[config.mk]
export PLATFORM = sky130hd
export DESIGN_NAME = fp_addsub
export DESIGN_NICKNAME = d
export VERILOG_FILES = /design/src/rtl/fp_addsub.sv
export SDC_FILE = /design/constraint.sdc
export NUM_CORES = 1
export LEC_CHECK = 0
export ABC_CLOCK_PERIOD_IN_PS = 41400
export CAP_MARGIN = 30
export CORE_MARGIN = 4
export CORE_UTILIZATION = 40
export DETAILED_ROUTE_END_ITERATION = 10
export PLACE_DENSITY = 0.63
export RECOVER_POWER = 25
export SYNTH_ARGS = -nofsm -noshare
export SYNTH_HDL_FRONTEND = slang
export SYNTH_SLANG_ARGS = --single-unit
[constraint.sdc]
create_clock -name clk -period 41.4 [get_ports clk]
set_clock_uncertainty 0.1 [all_clocks]
set_input_delay 8.28 -clock clk [delete_from_list [all_inputs] [get_ports clk]]
set_output_delay 8.28 -clock clk [all_outputs]
set_load 0.03 [all_outputs]
[src/rtl/fp_addsub.sv]
// fp_addsub: pipelined IEEE-754 adder/subtractor with round-to-nearest-even.
// The result appears a fixed 5 cycles after the operands are accepted, and one
// operation can be accepted every cycle. Denormal inputs are treated as zero,
// and results that would be denormal are flushed to zero.
//
// Ports:
//   clk        rising-edge clock
//   rst        asynchronous active-high reset
//   start      operands valid this cycle (no back-pressure)
//   sub        0: op_a + op_b, 1: op_a - op_b
//   op_a/op_b  DATA_W-bit operands
//   done       res and flags valid this cycle
//   res        result; holds its last value while done=0
//   overflow   finite operands rounded to +/-inf
//   underflow  nonzero exact result flushed to +/-0
//   invalid    NaN operand or inf - inf
//   exception  overflow | underflow | invalid
module fp_addsub #(
  parameter int DATA_W = 32,
  parameter int EXP_W  = 8
) (
  input  logic              clk,
  input  logic              rst,
  input  logic              start,
  input  logic              sub,
  input  logic [DATA_W-1:0] op_a,
  input  logic [DATA_W-1:0] op_b,
  output logic              done,
  output logic [DATA_W-1:0] res,
  output logic              overflow,
  output logic              underflow,
  output logic              invalid,
  output logic              exception
);
  localparam int FRAC_W = DATA_W - EXP_W - 1;
  localparam int SIG_W  = FRAC_W + 1;        // significand with hidden bit
  localparam int EXT_W  = SIG_W + 3;         // significand + guard/round/sticky
  localparam int LZ_W   = $clog2(EXT_W + 1);
  localparam int EW     = EXP_W + 2;         // signed working exponent
  localparam int BYP_W  = DATA_W + 2;        // {special, invalid, result}
  localparam logic [EXP_W-1:0]     SHIFT_LIM = EXP_W'(FRAC_W + 3);
  localparam logic signed [EW-1:0] EXP_ONES  = {2'b00, {EXP_W{1'b1}}};
  localparam logic signed [EW-1:0] EXP_ZERO  = {EW{1'b0}};
  localparam logic signed [EW-1:0] EXP_ONE   = {{(EW-1){1'b0}}, 1'b1};
  localparam logic [DATA_W-1:0]    QNAN      = {1'b0, {EXP_W{1'b1}}, 1'b1, {(FRAC_W-1){1'b0}}};

  // Leading-zero count of the unnormalised sum; the highest set bit wins.
  function automatic logic [LZ_W-1:0] lzc_f(input logic [EXT_W-1:0] v);
    logic [LZ_W-1:0] cnt;
    cnt = LZ_W'(EXT_W);
    for (int i = 0; i < EXT_W; i++) begin
      if (v[i]) cnt = LZ_W'(EXT_W - 1 - i);
    end
    return cnt;
  endfunction

  // Stage 1: unpack and swap
  logic                 sa, sbe, a_zero, b_zero, a_inf, b_inf, a_nan, b_nan, a_big;
  logic [EXP_W-1:0]     ea, eb;
  logic [FRAC_W-1:0]    fa, fb;
  logic                 s1_vld_d, s1_vld_q, s1_sign_d, s1_sign_q, s1_esub_d, s1_esub_q;
  logic [BYP_W-1:0]     s1_byp_d, s1_byp_q;
  logic [EXP_W-1:0]     s1_exp_big_d, s1_exp_big_q, s1_exp_sml_d, s1_exp_sml_q;
  logic [SIG_W-1:0]     s1_sig_big_d, s1_sig_big_q, s1_sig_sml_d, s1_sig_sml_q;
  // Stage 2: align
  logic [EXP_W-1:0]     diff;
  logic [2*SIG_W+1:0]   shift_buf;
  logic                 s2_vld_d, s2_vld_q, s2_sign_d, s2_sign_q, s2_esub_d, s2_esub_q;
  logic [BYP_W-1:0]     s2_byp_d, s2_byp_q;
  logic [EXP_W-1:0]     s2_exp_d, s2_exp_q;
  logic [SIG_W-1:0]     s2_sig_d, s2_sig_q;
  logic [EXT_W-1:0]     s2_bal_d, s2_bal_q;
  // Stage 3: add/subtract
  logic [EXT_W:0]       a_ext, b_ext;
  logic                 s3_vld_d, s3_vld_q, s3_sign_d, s3_sign_q;
  logic [BYP_W-1:0]     s3_byp_d, s3_byp_q;
  logic [EXP_W-1:0]     s3_exp_d, s3_exp_q;
  logic [EXT_W:0]       s3_sum_d, s3_sum_q;
  // Stage 4: normalise
  logic [LZ_W-1:0]      lz;
  logic [EXT_W-1:0]     norm;
  logic                 s4_vld_d, s4_vld_q, s4_sign_d, s4_sign_q, s4_zero_d, s4_zero_q;
  logic [BYP_W-1:0]     s4_byp_d, s4_byp_q;
  logic signed [EW-1:0] s4_exp_d, s4_exp_q;
  logic [SIG_W-1:0]     s4_man_d, s4_man_q;
  logic [2:0]           s4_grs_d, s4_grs_q;
  // Stage 5: round
  logic                 rnd_up;
  logic [SIG_W:0]       man_rnd;
  logic                 s5_vld_d, s5_vld_q, s5_sign_d, s5_sign_q, s5_zero_d, s5_zero_q;
  logic [BYP_W-1:0]     s5_byp_d, s5_byp_q;
  logic signed [EW-1:0] s5_exp_d, s5_exp_q;
  logic [FRAC_W-1:0]    s5_frac_d, s5_frac_q;
  // Output pack
  logic                 done_d, done_q, ovf_d, ovf_q, unf_d, unf_q, inv_d, inv_q, exc_d, exc_q;
  logic [DATA_W-1:0]    res_d, res_q;

  // Unpack operands, classify specials into the bypass, order by magnitude.
  always_comb begin
    sa     = op_a[DATA_W-1];
    sbe    = op_b[DATA_W-1] ^ sub;
    ea     = op_a[DATA_W-2:FRAC_W];
    eb     = op_b[DATA_W-2:FRAC_W];
    fa     = op_a[FRAC_W-1:0];
    fb     = op_b[FRAC_W-1:0];
    a_zero = (ea == {EXP_W{1'b0}});
    b_zero = (eb == {EXP_W{1'b0}});
    a_inf  = (ea == {EXP_W{1'b1}}) && (fa == {FRAC_W{1'b0}});
    b_inf  = (eb == {EXP_W{1'b1}}) && (fb == {FRAC_W{1'b0}});
    a_nan  = (ea == {EXP_W{1'b1}}) && (fa != {FRAC_W{1'b0}});
    b_nan  = (eb == {EXP_W{1'b1}}) && (fb != {FRAC_W{1'b0}});
    // Ties keep op_a as the larger operand.
    a_big  = (op_a[DATA_W-2:0] >= op_b[DATA_W-2:0]);
    s1_vld_d  = start;
    s1_esub_d = sa ^ sbe;
    if (a_nan || b_nan || (a_inf && b_inf && (sa != sbe))) begin
      s1_byp_d = {1'b1, 1'b1, QNAN};
    end else if (a_inf) begin
      s1_byp_d = {2'b10, op_a};
    end else if (b_inf) begin
      s1_byp_d = {2'b10, sbe, op_b[DATA_W-2:0]};
    end else if (a_zero && b_zero) begin
      s1_byp_d = {2'b10, sa & sbe, {(DATA_W-1){1'b0}}};
    end else if (a_zero) begin
      s1_byp_d = {2'b10, sbe, op_b[DATA_W-2:0]};
    end else if (b_zero) begin
      s1_byp_d = {2'b10, op_a};
    end else begin
      s1_byp_d = {2'b00, {DATA_W{1'b0}}};
    end
    if (a_big) begin
      s1_sign_d    = sa;
      s1_exp_big_d = ea;
      s1_exp_sml_d = eb;
      s1_sig_big_d = {1'b1, fa};
      s1_sig_sml_d = {1'b1, fb};
    end else begin
      s1_sign_d    = sbe;
      s1_exp_big_d = eb;
      s1_exp_sml_d = ea;
      s1_sig_big_d = {1'b1, fb};
      s1_sig_sml_d = {1'b1, fa};
    end
  end

  // Align the smaller significand, keeping guard, round and sticky.
  always_comb begin
    diff      = s1_exp_big_q - s1_exp_sml_q;
    shift_buf = {s1_sig_sml_q, 2'b00, {SIG_W{1'b0}}} >> diff;
    if (diff >= SHIFT_LIM) begin
      // Entirely below the round bit: only its presence matters.
      s2_bal_d = {{(SIG_W+2){1'b0}}, 1'b1};
    end else begin
      s2_bal_d = {shift_buf[2*SIG_W+1:SIG_W], |shift_buf[SIG_W-1:0]};
    end
    s2_vld_d  = s1_vld_q;
    s2_byp_d  = s1_byp_q;
    s2_sign_d = s1_sign_q;
    s2_esub_d = s1_esub_q;
    s2_exp_d  = s1_exp_big_q;
    s2_sig_d  = s1_sig_big_q;
  end

  // Magnitude add or subtract; the larger operand keeps the result non-negative.
  always_comb begin
    a_ext = {1'b0, s2_sig_q, 3'b000};
    b_ext = {1'b0, s2_bal_q};
    if (s2_esub_q) begin
      s3_sum_d = a_ext - b_ext;
    end else begin
      s3_sum_d = a_ext + b_ext;
    end
    s3_vld_d  = s2_vld_q;
    s3_byp_d  = s2_byp_q;
    s3_sign_d = s2_sign_q;
    s3_exp_d  = s2_exp_q;
  end

  // Normalise: right by one on carry-out, otherwise left by the leading-zero count.
  always_comb begin
    lz        = lzc_f(s3_sum_q[EXT_W-1:0]);
    norm      = s3_sum_q[EXT_W-1:0] << lz;
    s4_zero_d = (s3_sum_q == {(EXT_W+1){1'b0}});
    if (s3_sum_q[EXT_W]) begin
      s4_man_d = s3_sum_q[EXT_W:4];
      s4_grs_d = {s3_sum_q[3], s3_sum_q[2], s3_sum_q[1] | s3_sum_q[0]};
      s4_exp_d = {2'b00, s3_exp_q} + EXP_ONE;
    end else begin
      s4_man_d = norm[EXT_W-1:3];
      s4_grs_d = norm[2:0];
      s4_exp_d = {2'b00, s3_exp_q} - {{(EW-LZ_W){1'b0}}, lz};
    end
    s4_vld_d  = s3_vld_q;
    s4_byp_d  = s3_byp_q;
    s4_sign_d = s3_sign_q;
  end

  // Round to nearest, ties to even; a carry-out bumps the exponent.
  always_comb begin
    rnd_up  = s4_grs_q[2] & (s4_grs_q[1] | s4_grs_q[0] | s4_man_q[0]);
    man_rnd = {1'b0, s4_man_q} + {{SIG_W{1'b0}}, rnd_up};
    if (man_rnd[SIG_W]) begin
      s5_frac_d = man_rnd[FRAC_W:1];
      s5_exp_d  = s4_exp_q + EXP_ONE;
    end else begin
      s5_frac_d = man_rnd[FRAC_W-1:0];
      s5_exp_d  = s4_exp_q;
    end
    s5_vld_d  = s4_vld_q;
    s5_byp_d  = s4_byp_q;
    s5_sign_d = s4_sign_q;
    s5_zero_d = s4_zero_q;
  end

  // Pack the result; specials override the datapath, flags only with done.
  always_comb begin
    ovf_d = 1'b0;
    unf_d = 1'b0;
    inv_d = 1'b0;
    if (s5_vld_q) begin
      done_d = 1'b1;
      if (s5_byp_q[BYP_W-1]) begin
        res_d = s5_byp_q[DATA_W-1:0];
        inv_d = s5_byp_q[DATA_W];
      end else if (s5_zero_q) begin
        res_d = {DATA_W{1'b0}};
      end else if (s5_exp_q >= EXP_ONES) begin
        res_d = {s5_sign_q, {EXP_W{1'b1}}, {FRAC_W{1'b0}}};
        ovf_d = 1'b1;
      end else if (s5_exp_q <= EXP_ZERO) begin
        res_d = {s5_sign_q, {(DATA_W-1){1'b0}}};
        unf_d = 1'b1;
      end else begin
        res_d = {s5_sign_q, s5_exp_q[EXP_W-1:0], s5_frac_q};
      end
    end else begin
      done_d = 1'b0;
      res_d  = res_q;
    end
    exc_d = ovf_d | unf_d | inv_d;
  end

  // Pipeline registers; reset drops every in-flight operation.
  always_ff @(posedge clk or posedge rst) begin
    if (rst) begin
      s1_vld_q <= 1'b0; s1_byp_q <= {BYP_W{1'b0}}; s1_sign_q <= 1'b0; s1_esub_q <= 1'b0;
      s1_exp_big_q <= {EXP_W{1'b0}}; s1_exp_sml_q <= {EXP_W{1'b0}};
      s1_sig_big_q <= {SIG_W{1'b0}}; s1_sig_sml_q <= {SIG_W{1'b0}};
      s2_vld_q <= 1'b0; s2_byp_q <= {BYP_W{1'b0}}; s2_sign_q <= 1'b0; s2_esub_q <= 1'b0;
      s2_exp_q <= {EXP_W{1'b0}}; s2_sig_q <= {SIG_W{1'b0}}; s2_bal_q <= {EXT_W{1'b0}};
      s3_vld_q <= 1'b0; s3_byp_q <= {BYP_W{1'b0}}; s3_sign_q <= 1'b0;
      s3_exp_q <= {EXP_W{1'b0}}; s3_sum_q <= {(EXT_W+1){1'b0}};
      s4_vld_q <= 1'b0; s4_byp_q <= {BYP_W{1'b0}}; s4_sign_q <= 1'b0; s4_zero_q <= 1'b0;
      s4_exp_q <= {EW{1'b0}}; s4_man_q <= {SIG_W{1'b0}}; s4_grs_q <= 3'b000;
      s5_vld_q <= 1'b0; s5_byp_q <= {BYP_W{1'b0}}; s5_sign_q <= 1'b0; s5_zero_q <= 1'b0;
      s5_exp_q <= {EW{1'b0}}; s5_frac_q <= {FRAC_W{1'b0}};
    end else begin
      s1_vld_q <= s1_vld_d; s1_byp_q <= s1_byp_d; s1_sign_q <= s1_sign_d; s1_esub_q <= s1_esub_d;
      s1_exp_big_q <= s1_exp_big_d; s1_exp_sml_q <= s1_exp_sml_d;
      s1_sig_big_q <= s1_sig_big_d; s1_sig_sml_q <= s1_sig_sml_d;
      s2_vld_q <= s2_vld_d; s2_byp_q <= s2_byp_d; s2_sign_q <= s2_sign_d; s2_esub_q <= s2_esub_d;
      s2_exp_q <= s2_exp_d; s2_sig_q <= s2_sig_d; s2_bal_q <= s2_bal_d;
      s3_vld_q <= s3_vld_d; s3_byp_q <= s3_byp_d; s3_sign_q <= s3_sign_d;
      s3_exp_q <= s3_exp_d; s3_sum_q <= s3_sum_d;
      s4_vld_q <= s4_vld_d; s4_byp_q <= s4_byp_d; s4_sign_q <= s4_sign_d; s4_zero_q <= s4_zero_d;
      s4_exp_q <= s4_exp_d; s4_man_q <= s4_man_d; s4_grs_q <= s4_grs_d;
      s5_vld_q <= s5_vld_d; s5_byp_q <= s5_byp_d; s5_sign_q <= s5_sign_d; s5_zero_q <= s5_zero_d;
      s5_exp_q <= s5_exp_d; s5_frac_q <= s5_frac_d;
    end
  end

  // Output registers.
  always_ff @(posedge clk or posedge rst) begin
    if (rst) begin
      done_q <= 1'b0; res_q <= {DATA_W{1'b0}};
      ovf_q <= 1'b0; unf_q <= 1'b0; inv_q <= 1'b0; exc_q <= 1'b0;
    end else begin
      done_q <= done_d; res_q <= res_d;
      ovf_q <= ovf_d; unf_q <= unf_d; inv_q <= inv_d; exc_q <= exc_d;
    end
  end

  assign done      = done_q;
  assign res       = res_q;
  assign overflow  = ovf_q;
  assign underflow = unf_q;
  assign invalid   = inv_q;
  assign exception = exc_q;
endmodule

==> reports/qor.log <==
INFO  flow_run       maxCapViolations=2
INFO  route          route.detailed.wl_per_inst=19.83um
INFO  floorplan      num_rows=84
INFO  grt            gr-total-overflow=0
INFO  clocking       cts_inserted_buffers=46
INFO  setup_path     worstPathCellList=clkdlybuf4s50_1, inv_1, ha_1, a21o_1, a21oi_1, nor2b_1, o31ai_1, a21oi_1, nor3_1, o21ai_1, a2111oi_0, o31a_2, buf_4, mux2_1
INFO  placement      place.detailed.hpwl=41040um
INFO  sta            highest_clock_rate=84.28MHz
INFO  clocking       cts_tree=built
INFO  cells_and_area final_cell_mix=448 x sky130_fd_sc_hd__dfrtp_1, 225 x sky130_fd_sc_hd__nand2_1, 158 x sky130_fd_sc_hd__nor2_1
INFO  outcome        status=finished, violations left
INFO  grt            grtUsageTotal=19.44%
INFO  sta            hold_viol=0
INFO  floorplan      dieArea=56990squm
INFO  synth          postSynth.asyncResetShare=100.0%
INFO  clocking       root_buffer=sky130_fd_sc_hd__clkbuf_16
INFO  synth          ys_dominant_reg_cell=sky130_fd_sc_hd__dfrtp_1
INFO  power          pwr_density_cell=59.31nW/um^2
INFO  synth          number_of_enable_type_register_cells_in_the_synthesized_netlist=0
INFO  sta            final_min_period_over_clock_period=28.66%
INFO  synth          postSynthNetCount=2161
INFO  min_path       timing.hold.worst.class=reg -> reg
INFO  synth          synth.ff_latch_count=449
INFO  cells_and_area layout_commonest_cell=sky130_fd_sc_hd__dfrtp_1
INFO  synth          syn-mean-instance-area=10.68squm
INFO  synth          ys_seq_area_share=52.76%
INFO  clocking       post_cts_buffers=0
INFO  outcome        failed_checks=max-capacitance violations, max-slew violations
INFO  route          route.detailed.vias_per_inst=5.473
INFO  route          routed_wl=55750um
INFO  sta            worst-slew-pin-transition=2.495ns
INFO  sta            final-max-slew-violation-count=122
INFO  sta            fin_hold_ws=0.2422ns
INFO  route          vias=15384
INFO  setup_path     slowest_stage_cell_crit_path=sky130_fd_sc_hd__buf_4
INFO  setup_path     critPathMostFrequentCell=sky130_fd_sc_hd__a21oi_1
INFO  floorplan      floorplan.initialDensity=40.44%
INFO  cells_and_area area.growth.synth_to_final=15.86%
INFO  setup_path     cp_data_arrival_time=12.23ns
INFO  floorplan      floorplan_die_width=238.7um
INFO  grt            vias_in_the_first_global_route=15502
INFO  placement      gpl.final_weighted_congestion=0.9578
INFO  synth          post_synth_num_cell_types=90
INFO  route          final_antenna_net_count=0
INFO  synth          syn-instance-count=1994
INFO  route          drtPass1Iterations=7
INFO  cells_and_area fill_cells=4769
INFO  grt            grt_first_pass_wirelength=88380um
INFO  synth          mappedNetlistArea=21300squm
INFO  clocking       clock_tree.buffer_depth=3
INFO  synth          synthesis.yosys.warnings=0
INFO  floorplan      boundaryPins=105
INFO  sta            setup_viol=0
INFO  sta            grt_setup_unrepaired=false
INFO  setup_path     max_stage_delay=0.60ns
INFO  setup_path     r2r_slack=37.05ns
INFO  sta            slew_headroom=-66.32%
INFO  setup_path     worst-path-max-fanout=45
INFO  route          drtIter0Drc=1069
INFO  setup_path     critical_path.startpoint_type=input pin
INFO  floorplan      dieHeight=238.7um
INFO  cells_and_area finalNetCount=2251
INFO  clocking       post_cts_hold_buffer_count=0
INFO  placement      placed_cells_incl_taps=2723
INFO  cells_and_area finalNonFillerCells=2811
INFO  setup_path     worst_setup_path_end_kind=flop
INFO  clocking       cts.reportedPaths.clkPinSlew=0.06ns
INFO  clocking       cts_htree_levels=2
INFO  clocking       postCtsResizedCells=0
INFO  route          drt_drc_violations_left=0
INFO  power          power_leakage=0.01134uW
INFO  grt            grt_max_degree=191
INFO  clocking       clk-insertion-delay-late=0.60ns
INFO  sta            totalNegativeSetupSlack=0ns
INFO  grt            grt_antenna_before_repair=1
INFO  power          power=1463uW
INFO  power          vdd.ir_drop.worst=0.03236mV
INFO  setup_path     critical_setup_path_kind=in -> reg
INFO  cells_and_area layout-drive-gt1-share=7.352%
INFO  sta            post-route-min-period=11.87ns
INFO  setup_path     cp_data_required_time=41.77ns
INFO  clocking       cts_num_sinks=449
INFO  floorplan      core-area=52660squm
INFO  placement      portBuffers=104
[cells by family (layout without fill, tap and decap cells)]
| group | Yosys count | in the layout | share of synthesized area (%) |
|---|---|---|---|
| XOR/XNOR | 69 | 69 | 2.873 |
| buffers and inverters | 193 | 321 | 3.860 |
| multiplexers | 158 | 158 | 8.361 |
| AO/OA/AOI/OAI | 420 | 420 | 13.16 |
| AND/OR/NAND/NOR | 605 | 605 | 13.05 |
| other | 1 | 2 | 0.01761 |
| adder cells (fa/ha/maj) | 99 | 99 | 5.922 |
| flip-flops | 449 | 449 | 52.76 |
[state kept, by name, summed over array words and instances (netlist names), 24 cells and up]
name	flops
s2_sig_q	24
s4_man_q	24
s2_bal_q	27
s3_byp_q	34
s5_byp_q	34
s1_sig_big_q	24
res	32
s1_byp_q	34
s3_sum_q	28
s4_byp_q	34
s2_byp_q	34
[routing by layer]
metal | up-vias | wire length, um | track usage, %
met5 | - | 13 | 0
met4 | 2 | 1532 | 5.330
met3 | 81 | 2811 | 3.046
met2 | 460 | 26200 | 31.63
met1 | 7650 | 25190 | 27.29
li1 | 7191 | - | -
[worst max-delay path: cells and delay by family]
family / cells / cell delay [ns]
compound gates: 7 / 1.73
fa+ha+maj: 1 / 0.29
buf+inv: 3 / 1.27
mux: 1 / 0.41
simple gates: 2 / 0.21
[worst paths after layout]
kind | cells past startpoint | endpoint | start
min in group asynchronous | 2 | s1_sig_sml_q[14] | rst
min | 0 | s2_byp_q[26] | s1_byp_q[26]
max in group asynchronous | 6 | res[9] | rst
max | 14 | s1_sig_big_q[7] | op_b[16]
max reg2reg | 15 | s4_exp_q[5] | s3_sum_q[5]
min reg2reg | 0 | s2_byp_q[26] | s1_byp_q[26]
[synthesized netlist by cell type, types with 27 or more instances]
master	instances	share of area [%]
sky130_fd_sc_hd__nor2_1	159	2.8
sky130_fd_sc_hd__o21ai_1	27	0.63
sky130_fd_sc_hd__nor3_1	41	0.96
sky130_fd_sc_hd__mux2_1	63	3.3
sky130_fd_sc_hd__dfrtp_1	449	53
sky130_fd_sc_hd__nand3_1	32	0.75
sky130_fd_sc_hd__clkbuf_1	55	0.97
sky130_fd_sc_hd__nor4_1	27	0.79
sky130_fd_sc_hd__nand2_1	225	4.0
sky130_fd_sc_hd__xor2_1	31	1.3
sky130_fd_sc_hd__inv_1	102	1.8
sky130_fd_sc_hd__a21oi_1	100	2.4
sky130_fd_sc_hd__mux2i_1	73	3.4
sky130_fd_sc_hd__o21ai_0	89	2.1
sky130_fd_sc_hd__ha_1	96	5.6
sky130_fd_sc_hd__xnor2_1	37	1.5
[metrics by stage]
stage	instance area, sq um	util, %	setup WS, ns
2_1_floorplan	21300	-	20.51
3_3_place_gp	22990	43.66	29.10
3_5_place_dp	23020	43.71	29.07
4_1_cts	24680	46.87	29.67
5_1_grt	24670	46.85	29.24
6_report	24670	46.86	29.53
[power by group]
part           internal, uW  total [uW]  leakage (uW)  switching [uW]
combinational           181         455       0.00484             274
clock                   259         441      0.000792             182
sequential              505         567       0.00570            62.4
total                   944        1460        0.0113             519
[area by class of cell]
cell class	count	area (sq um)	area share, %
clock buffer	57	1252	5.076
antenna	1	2.502	0.01014
clock inverter	29	409.1	1.658
inverter	108	415.4	1.684
multi-input combinational	1352	9264	37.55
tap	688	860.8	3.489
sequential	449	11240	45.54
timing repair buffer	127	1231	4.990
Power figures use the tool's default switching activity.
